`config.mk`:
```
export PLATFORM = sky130hd
export DESIGN_NAME = seg_scan_ctrl
export DESIGN_NICKNAME = d
export VERILOG_FILES = /design/src/rtl/seg_scan_ctrl_pkg.sv /design/src/rtl/seg_scan_ctrl_scan_tick_gen.sv /design/src/rtl/seg_scan_ctrl.sv
export SDC_FILE = /design/constraint.sdc
export NUM_CORES = 1
export LEC_CHECK = 0
export CAP_MARGIN = 20
export CORE_UTILIZATION = 54
export DETAILED_ROUTE_END_ITERATION = 6
export GPL_ROUTABILITY_DRIVEN = 0
export PLACE_DENSITY = 0.77
export SLEW_MARGIN = 0
export SYNTH_ARGS = -nofsm -noshare
export SYNTH_HDL_FRONTEND = slang
export SYNTH_HIERARCHICAL = 1
export SYNTH_SLANG_ARGS = --single-unit
```
`constraint.sdc`:
```
create_clock -name clk -period 3.6 [get_ports clk]
set_input_delay 0.54 -clock clk [delete_from_list [all_inputs] [get_ports clk]]
set_output_delay 0.54 -clock clk [all_outputs]
set_load 0.05 [all_outputs]
```
`src/rtl/seg_scan_ctrl_pkg.sv`:
```
// Shared definitions for the multiplexed seven-segment scan controller:
// scan FSM states, active-low segment patterns (a..g = bit6..0) and BCD decode.
package seg_scan_ctrl_pkg;

    typedef enum logic [1:0] {
        ST_IDLE  = 2'd0,
        ST_BLANK = 2'd1,
        ST_SHOW  = 2'd2
    } scan_state_e;

    localparam logic [6:0] SEG_0   = 7'b0000001;
    localparam logic [6:0] SEG_1   = 7'b1001111;
    localparam logic [6:0] SEG_2   = 7'b0010010;
    localparam logic [6:0] SEG_3   = 7'b0000110;
    localparam logic [6:0] SEG_4   = 7'b1001100;
    localparam logic [6:0] SEG_5   = 7'b0100100;
    localparam logic [6:0] SEG_6   = 7'b0100000;
    localparam logic [6:0] SEG_7   = 7'b0001101;
    localparam logic [6:0] SEG_8   = 7'b0000000;
    localparam logic [6:0] SEG_9   = 7'b0000100;
    localparam logic [6:0] SEG_OFF = 7'b1111111;

    // Non-decimal nibbles render as a dark digit rather than a hex glyph.
    function automatic logic [6:0] seg_decode(input logic [3:0] bcd);
        logic [6:0] pat;
        case (bcd)
            4'd0:    pat = SEG_0;
            4'd1:    pat = SEG_1;
            4'd2:    pat = SEG_2;
            4'd3:    pat = SEG_3;
            4'd4:    pat = SEG_4;
            4'd5:    pat = SEG_5;
            4'd6:    pat = SEG_6;
            4'd7:    pat = SEG_7;
            4'd8:    pat = SEG_8;
            4'd9:    pat = SEG_9;
            default: pat = SEG_OFF;
        endcase
        return pat;
    endfunction

endpackage

```
`src/rtl/seg_scan_ctrl_scan_tick_gen.sv`:
```
// Slot prescaler: counts 0..TICK_DIV-1 while running, held at zero when cleared;
// tick marks the wrap cycle.
module scan_tick_gen #(
    parameter int TICK_DIV = 50000,
    parameter int CW       = (TICK_DIV > 1) ? $clog2(TICK_DIV) : 1
) (
    input  logic          clk,
    input  logic          reset_n,
    input  logic          clear,
    input  logic          run,
    output logic [CW-1:0] count,
    output logic          tick
);

    localparam logic [CW-1:0] LAST_CNT = CW'(TICK_DIV - 1);

    logic [CW-1:0] count_q;
    logic [CW-1:0] count_d;

    // Next prescaler value and wrap detect.
    always_comb begin
        count_d = count_q;
        tick    = 1'b0;
        if (clear) begin
            count_d = '0;
        end else if (run) begin
            tick    = (count_q == LAST_CNT);
            count_d = tick ? '0 : count_q + CW'(1);
        end else begin
            count_d = count_q;
        end
    end

    // Prescaler register.
    always_ff @(posedge clk or negedge reset_n) begin
        if (!reset_n) begin
            count_q <= '0;
        end else begin
            count_q <= count_d;
        end
    end

    assign count = count_q;

endmodule

```
`src/rtl/seg_scan_ctrl.sv`:
```
// Multiplexed seven-segment scan controller with anti-ghost blanking, a
// shadow-buffered load handshake committed on frame boundaries, and leading-zero blanking.
module seg_scan_ctrl
    import seg_scan_ctrl_pkg::*;
#(
    parameter int NUM_DIGITS   = 4,
    parameter int TICK_DIV     = 50000,
    parameter int BLANK_CYCLES = 16
) (
    input  logic                    clk,
    input  logic                    reset_n,
    input  logic                    enable,
    input  logic                    load_valid,
    output logic                    load_ready,
    input  logic [4*NUM_DIGITS-1:0] load_digits,
    input  logic                    blank_lz,
    input  logic [NUM_DIGITS-1:0]   dp_mask,
    output logic [6:0]              seg_n,
    output logic                    dp_n,
    output logic [NUM_DIGITS-1:0]   an_n,
    output logic                    frame_done
);

    localparam int IW = (NUM_DIGITS > 1) ? $clog2(NUM_DIGITS) : 1;
    localparam int CW = (TICK_DIV > 1) ? $clog2(TICK_DIV) : 1;
    localparam logic [IW-1:0] LAST_IDX  = IW'(NUM_DIGITS - 1);
    localparam logic [CW-1:0] BLANK_END = CW'(BLANK_CYCLES - 1);

    scan_state_e state_q, state_d;
    logic [IW-1:0]           index_q, index_d;
    logic [4*NUM_DIGITS-1:0] shadow_dig_q, shadow_dig_d, act_dig_q, act_dig_d;
    logic [NUM_DIGITS-1:0]   shadow_dp_q, shadow_dp_d, act_dp_q, act_dp_d;
    logic                    shadow_lz_q, shadow_lz_d, act_lz_q, act_lz_d;
    logic                    pending_q, pending_d, load_ready_q, load_ready_d;
    logic [NUM_DIGITS-1:0]   an_n_q, an_n_d;
    logic [6:0]              seg_n_q, seg_n_d;
    logic                    dp_n_q, dp_n_d, frame_done_q, frame_done_d;

    logic [CW-1:0]           count_s;
    logic                    tick_s, clear_s, run_s;
    logic                    accept_s, wrap_s, commit_s, zero_run_s;
    logic [3:0]              cur_nib_s;
    logic [NUM_DIGITS-1:0]   lz_mask_s;

    assign clear_s = ~enable | (state_q == ST_IDLE);
    assign run_s   = ~clear_s;

    scan_tick_gen #(
        .TICK_DIV (TICK_DIV),
        .CW       (CW)
    ) u_tick (
        .clk     (clk),
        .reset_n (reset_n),
        .clear   (clear_s),
        .run     (run_s),
        .count   (count_s),
        .tick    (tick_s)
    );

    // Scan FSM: idle -> blank (dark gap) -> show, advancing the digit on each slot tick.
    always_comb begin
        state_d = state_q;
        index_d = index_q;
        if (!enable) begin
            state_d = ST_IDLE;
            index_d = '0;
        end else begin
            case (state_q)
                ST_IDLE: begin
                    state_d = ST_BLANK;
                    index_d = '0;
                end
                ST_BLANK: begin
                    if (count_s == BLANK_END) state_d = ST_SHOW;
                    else                      state_d = ST_BLANK;
                end
                ST_SHOW: begin
                    if (tick_s) begin
                        state_d = ST_BLANK;
                        index_d = (index_q == LAST_IDX) ? '0 : index_q + IW'(1);
                    end else begin
                        state_d = ST_SHOW;
                    end
                end
                default: begin
                    state_d = ST_IDLE;
                    index_d = '0;
                end
            endcase
        end
    end

    // Load handshake; the shadow only reaches the active set at a frame boundary or while idle.
    always_comb begin
        accept_s     = load_valid & load_ready_q;
        wrap_s       = enable & (state_q == ST_SHOW) & tick_s & (index_q == LAST_IDX);
        commit_s     = pending_q & (wrap_s | (state_q == ST_IDLE));
        shadow_dig_d = shadow_dig_q;
        shadow_dp_d  = shadow_dp_q;
        shadow_lz_d  = shadow_lz_q;
        act_dig_d    = act_dig_q;
        act_dp_d     = act_dp_q;
        act_lz_d     = act_lz_q;
        if (accept_s) begin
            shadow_dig_d = load_digits;
            shadow_dp_d  = dp_mask;
            shadow_lz_d  = blank_lz;
        end else begin
            shadow_dig_d = shadow_dig_q;
        end
        if (commit_s) begin
            act_dig_d = shadow_dig_q;
            act_dp_d  = shadow_dp_q;
            act_lz_d  = shadow_lz_q;
        end else begin
            act_dig_d = act_dig_q;
        end
        pending_d    = accept_s | (pending_q & ~commit_s);
        load_ready_d = ~(accept_s | pending_q);
        frame_done_d = wrap_s;
    end

    // Digit i is a leading zero when it and every digit above it are zero.
    always_comb begin
        zero_run_s = 1'b1;
        lz_mask_s  = '0;
        for (int i = NUM_DIGITS - 1; i > 0; i--) begin
            zero_run_s   = zero_run_s & (act_dig_q[4*i +: 4] == 4'd0);
            lz_mask_s[i] = zero_run_s & act_lz_q;
        end
    end

    // Display drive, registered one cycle behind the scan state.
    always_comb begin
        cur_nib_s = act_dig_q[{index_q, 2'b00} +: 4];
        an_n_d    = '1;
        seg_n_d   = SEG_OFF;
        dp_n_d    = 1'b1;
        if (state_q == ST_SHOW) begin
            an_n_d[index_q] = 1'b0;
            seg_n_d         = lz_mask_s[index_q] ? SEG_OFF : seg_decode(cur_nib_s);
            dp_n_d          = ~act_dp_q[index_q];
        end else begin
            an_n_d  = '1;
            seg_n_d = SEG_OFF;
            dp_n_d  = 1'b1;
        end
    end

    // State, data and output registers.
    always_ff @(posedge clk or negedge reset_n) begin
        if (!reset_n) begin
            state_q      <= ST_IDLE;
            index_q      <= '0;
            shadow_dig_q <= '0;
            shadow_dp_q  <= '0;
            shadow_lz_q  <= 1'b0;
            act_dig_q    <= '0;
            act_dp_q     <= '0;
            act_lz_q     <= 1'b0;
            pending_q    <= 1'b0;
            load_ready_q <= 1'b1;
            an_n_q       <= '1;
            seg_n_q      <= SEG_OFF;
            dp_n_q       <= 1'b1;
            frame_done_q <= 1'b0;
        end else begin
            state_q      <= state_d;
            index_q      <= index_d;
            shadow_dig_q <= shadow_dig_d;
            shadow_dp_q  <= shadow_dp_d;
            shadow_lz_q  <= shadow_lz_d;
            act_dig_q    <= act_dig_d;
            act_dp_q     <= act_dp_d;
            act_lz_q     <= act_lz_d;
            pending_q    <= pending_d;
            load_ready_q <= load_ready_d;
            an_n_q       <= an_n_d;
            seg_n_q      <= seg_n_d;
            dp_n_q       <= dp_n_d;
            frame_done_q <= frame_done_d;
        end
    end

    assign load_ready = load_ready_q;
    assign an_n       = an_n_q;
    assign seg_n      = seg_n_q;
    assign dp_n       = dp_n_q;
    assign frame_done = frame_done_q;

endmodule

```
# Word level (Yosys, flattened, before mapping)
# Memories as Yosys holds them, arrays and structs flattened.
# Index checks and enable logic that the tools add are counted.
# classes
muxes	21
order_cmp	2
n_shift	1
bitwise_logic	20
multipliers	0
addsub	2
eq_ne	7
div_mod_pow	0
reduce_logical	6
# op_table
operator	n
2-to-1 mux 16 bit	2
adder 16 x 1 -> 16 bit (second input constant)	1
equality test 16 bit (second input constant)	1
equality test 16 x 4 -> 1 bit (second input constant)	1
variable part select 16 x 5 -> 4 bit	1
2-to-1 mux 7 bit	2
logical NOT 4 bit	3
2-to-1 mux 2 bit	6
bitwise AND 1 bit	11
case mux 2 bit (3 select lines)	1
2-to-1 mux 1 bit	5
binary-select mux 1 bit (select 2 bit)	2
equality test 2 bit (second input constant)	2
2-to-1 mux 4 bit	1
NOT 1 bit	4
NOT 4 bit	1
OR 1 bit	4
case mux 2 bit (2 select lines)	1
less-than comparator 2 x 3 -> 1 bit (second input constant)	1
!= test 3 bit (second input constant)	1
adder 2 x 1 -> 2 bit (second input constant)	1
demux 1 bit (select 2 bit)	1
equality test 2 x 1 -> 1 bit (second input constant)	1
>= comparator 2 x 1 -> 1 bit (second input constant)	1
4 further kinds	4
# word_totals
latchBits	0
ramBits	0
out_inout_bits	14
reg_bits	77
input_bits	25
wordCells	75
memories	1
romBits	112
# memory_table
memory	depth	width	read_ports	rd_ports_with_merged_regs	write_ports	line	rtl
(name not given)	16	7	1	0	0	seg_scan_ctrl_pkg.sv:26	case (bcd)

# Depth between registers and ports, before layout
# logic_depth
ltp_word	10
ltp_mapped	10

# By module
# The synthesis kept the hierarchy.
# modules_own_cells
mod	cells_each	instances	seq_area_each_um2	area_per_inst_um2
seg_scan_ctrl	196	1	1542.7	2708.8
scan_tick_gen	94	1	400.4	884.6

# Worst setup path after synthesis
# OpenSTA, ideal clock, no wires.
# synth_path
path_kind	reg2reg
from	register u_tick.count_q[11], in the netlist u_tick/count[11]
to	register act_dig_q[0]
arrival_ps	2947
required_ps	3475
path_buffers	2
synth_period_minus_slack_ps	3071
path_stages_with_launch	10
path_slack_ps	529
path_cell_list	dfrtp_1 or4b_1 or4_1 buf_2 nor3_1 nand3_1 a21oi_1 and2_1 buf_2 mux2_2
# synth_via
elab_chain_len	6
# synth_rtl
item	line	rtl
start, declared	seg_scan_ctrl_scan_tick_gen.sv:17	logic [CW-1:0] count_q;
start signal, assigned	seg_scan_ctrl_scan_tick_gen.sv:39	count_q <= count_d;
equality test 16 bit	seg_scan_ctrl_scan_tick_gen.sv:27	tick = (count_q == LAST_CNT);
2-to-1 mux 1 bit	seg_scan_ctrl_scan_tick_gen.sv:24	if (clear) begin
via tick_s	seg_scan_ctrl.sv:40	logic tick_s, clear_s, run_s;
bitwise AND 1 bit (2 in series)	seg_scan_ctrl.sv:96	wrap_s = enable & (state_q == ST_SHOW) & tick_s & (index_q == LAST_IDX);
OR 1 bit	seg_scan_ctrl.sv:97	commit_s = pending_q & (wrap_s | (state_q == ST_IDLE));
bitwise AND 1 bit	seg_scan_ctrl.sv:97	
end signal, assigned	seg_scan_ctrl.sv:173	act_dig_q <= act_dig_d;
end, declared	seg_scan_ctrl.sv:31	logic [4*NUM_DIGITS-1:0] shadow_dig_q, shadow_dig_d, act_dig_q, act_dig_d;
# The timed path passes the listed nets, and every way through them passes these cells.
# A chain may end at the register's enable or synchronous reset.

# Final worst setup path
# layout_path
from	register u_tick.count_q[10], in the netlist u_tick/count[10]
to	register act_dig_q[14]
# Same word-level chain as after synthesis.

==> flow_metrics.env <==
export IMPL_critPathBufInv=1
export IMPL_layout_drive_gt1_share=0.248
export IMPL_register_area_um2=1940
export IMPL_yosysMostFrequentCell="dfrtp_1"
export IMPL_ys_async_sr_fraction=1.00
export IMPL_setup_tns_ns=0
export IMPL_yosysTopAreaCellShare=0.446
export IMPL_cts_sinks=77
export IMPL_crit_required_ns=3.85
export IMPL_area_growth_syn_to_layout_pct=18.4
export IMPL_wire_per_inst_um=15.6
export IMPL_clk_path_buf_depth=2
export IMPL_cts_hold_buf=0
export IMPL_cap_violations=0
export IMPL_overflow=0
export IMPL_core_um2=6390
export IMPL_slowest_stage="or4_1"
export IMPL_hp_class="primary input to asynchronous set/reset pin"
export IMPL_outcome="complete, no violations"
export IMPL_io_buffer_count=38
export IMPL_crit_type="flip-flop to flip-flop"
export IMPL_cts_resized_gates=0
export IMPL_worst_pin_slew_ns=0.929
export IMPL_nets=369
export IMPL_r2r_setup_slack_ns=0.26
export IMPL_num_antenna_cells=0
export IMPL_synth_edff_count=0
export IMPL_grt_total_usage=0.209
export IMPL_ios=39
export IMPL_power_density_nw_per_um2=583
export IMPL_setup_violations_final=0
export IMPL_cts_setup_buffers=0
export IMPL_synth_fp_nets=325
export IMPL_cp_cell_sequence="or4b_1 > or4_1 > nor3_1 > nand3_1 > a21oi_1 > and2_1 > buf_4 > mux2_2"
export IMPL_synth_flop_cell="dfrtp_1"
export IMPL_antenna_found_initial=0
export IMPL_nFillCells=493
export IMPL_combPwrFrac=0.243
export IMPL_cp_end_kind="flip-flop"
export IMPL_num_rows=29
export IMPL_vias_per_cell=5.74
export IMPL_max_freq_ghz=0.300
export IMPL_grt_max_degree=78
export IMPL_hold_viol_final=0
export IMPL_clk_latency_ns=0.36
export IMPL_crit_family="simple AND/OR/NAND/NOR gates"
export IMPL_synth_area_um2=3590
export IMPL_clkPwrFrac=0.262
export IMPL_fp_dieW_um=83.6
export IMPL_cts_buffers_inserted=9
export IMPL_synthTopCellsByCount="dfrtp_1 (64), mux2_2 (42), nor2_1 (21), dfstp_2 (13), nand2_1 (13)"
export IMPL_ys_warnings_count=6
export IMPL_syn_instance_count=290
export IMPL_power_internal_mw=1.74
export IMPL_postRouteAntennaNets=0
export IMPL_syn_area_per_cell_um2=12.4
export IMPL_fin_util=0.666
export IMPL_finalCritPeriodShare=0.927
export IMPL_r2r_start="u_tick/count[10]$_DFFE_PN0P_"
export IMPL_cts_root_buf="clkbuf_8"
export IMPL_grt_pass1_vias=2386
export IMPL_ff2ff_path_depth=8
export IMPL_drc=0
export IMPL_slew_headroom=0.381
export IMPL_seqPwrFrac=0.495
export IMPL_ys_types=46
export IMPL_finalCriticalPeriod_ns=3.34
export IMPL_peakVddDrop_mv=0.487
export IMPL_routed_wl_um=6500
export IMPL_ys_seq_area_frac=0.541
export IMPL_switchingPower_mw=0.739
export IMPL_power_leakage_nw=1.68
export IMPL_switching_share=0.298
export IMPL_synthTopCellsByArea="dfrtp_1 (45%), mux2_2 (13%), dfstp_2 (9.5%), ha_1 (3.5%), nor2_1 (2.2%)"
export IMPL_maxSlewViolCount=0
export IMPL_drt_pass1_iterations=4
export IMPL_clk_pin_slew_ns=0.09
export IMPL_cp_max_fo=8
export IMPL_die_h_um=83.6
export IMPL_yosys_area_top_type="dfrtp_1"
export IMPL_start_kind="flip-flop"
export IMPL_clock_skew_ns=0.00999
export IMPL_cts_tree="yes"
export IMPL_ys_seq_elements=77
export IMPL_rsz0062_at_grt="false"
export IMPL_h_tree_depth=3
export IMPL_start_util=0.563
export IMPL_grt_pass1_wl_um=11500
export IMPL_cp_arrival_ns=3.58
export IMPL_r2r_end="act_dig_q[14]$_DFFE_PN0P_"
export IMPL_drtIter0Drc=182
export IMPL_crit_path_max_incr_delay_ns=0.68
export IMPL_vias=2389
export IMPL_die_area_um2=6980
export IMPL_multi_input_area_um2=1560
export IMPL_dp_hpwl_um=4390
cells by family after synthesis:
group | after synthesis | synth area share
compound gates | 33 | 0.0651
buf+inv | 21 | 0.0251
mux | 49 | 0.172
fa+ha+maj | 10 | 0.0348
simple gates | 89 | 0.135
xor+xnor | 11 | 0.0268
flops | 77 | 0.541
state kept, by name (all words and copies together), names as in the netlist:
register,flops
act_dp_q,4
frame_done,1
seg_n,7
act_dig_q,16
shadow_dp_q,4
pending_q,1
u_tick/count,16
an_n,4
shadow_dig_q,16
load_ready,1
index_q,2
act_lz_q,1
state_q,2
dp_n,1
shadow_lz_q,1
placed cells by master (no fill, tap or decap), drive strengths merged, types with 5 or more instances in the layout:
master / instances
buf: 6
or4: 5
ha: 10
nand3b: 5
clkbuf: 9
mux4: 5
nor2: 21
dfstp: 13
o22ai: 5
nand3: 8
nor4: 7
o21ai: 5
mux2: 43
nand2b: 7
clkdlybuf4s50: 37
nand2: 13
dfrtp: 64
xnor2: 7
a21oi: 10
inv: 12
power groups by stage:
stage,combinational [mW],sequential [mW],clock (mW)
floorplan,0.466,1.19,0
global placement,0.575,1.23,0
detailed placement,0.601,1.24,0
CTS,0.610,1.23,0.666
global route,0.670,1.26,0.700
finish,0.602,1.23,0.651
metal layers:
| layer | track usage | up-vias | share of wire |
|---|---|---|---|
| li1 | - | 1136 | - |
| met1 | 0.294 | 1174 | 0.48 |
| met2 | 0.310 | 65 | 0.45 |
| met3 | 0.0425 | 14 | 0.040 |
| met4 | 0.103 | 0 | 0.024 |
| met5 | 0 | - | 0 |
through the flow:
step | cell area [um2] | setup slack, ns | hold WS, ns | total power [mW] | std cells
floorplan | 3590 | 0.529 | 0.244 | 1.65 | 290
global placement | 4060 | 0.365 | 0.439 | 1.80 | 400
detailed placement | 4060 | 0.261 | 0.446 | 1.84 | 400
CTS | 4250 | 0.240 | 0.351 | 2.50 | 416
global route | 4250 | 0.0638 | 0.390 | 2.62 | 416
finish | 4250 | 0.262 | 0.291 | 2.48 | 416
worst max-delay path by stage:
stage | startpoint | to | slack, ns | cells past startpoint
CTS | u_tick/count[10]$_DFFE_PN0P_ | act_dig_q[14]$_DFFE_PN0P_ | 0.24 | 8
finish | u_tick/count[10]$_DFFE_PN0P_ | act_dig_q[14]$_DFFE_PN0P_ | 0.26 | 8
global placement | u_tick/count[10]$_DFFE_PN0P_ | act_dig_q[14]$_DFFE_PN0P_ | 0.37 | 8
global route | u_tick/count[10]$_DFFE_PN0P_ | act_dig_q[4]$_DFFE_PN0P_ | 0.06 | 8
floorplan | u_tick/count[11]$_DFFE_PN0P_ | act_dig_q[0]$_DFFE_PN0P_ | 0.53 | 9
detailed placement | u_tick/count[10]$_DFFE_PN0P_ | act_dig_q[11]$_DFFE_PN0P_ | 0.26 | 8
final cells by class:
cell class	instances	share of cell area
Clock inverter	7	0.0174
Inverter	11	0.00971
Clock buffer	9	0.0291
Multi-Input combinational cell	192	0.367
Sequential cell	77	0.457
Tap cell	77	0.0226
Timing Repair Buffer	43	0.0976
No activity file was read; power rests on OpenSTA's default activity.
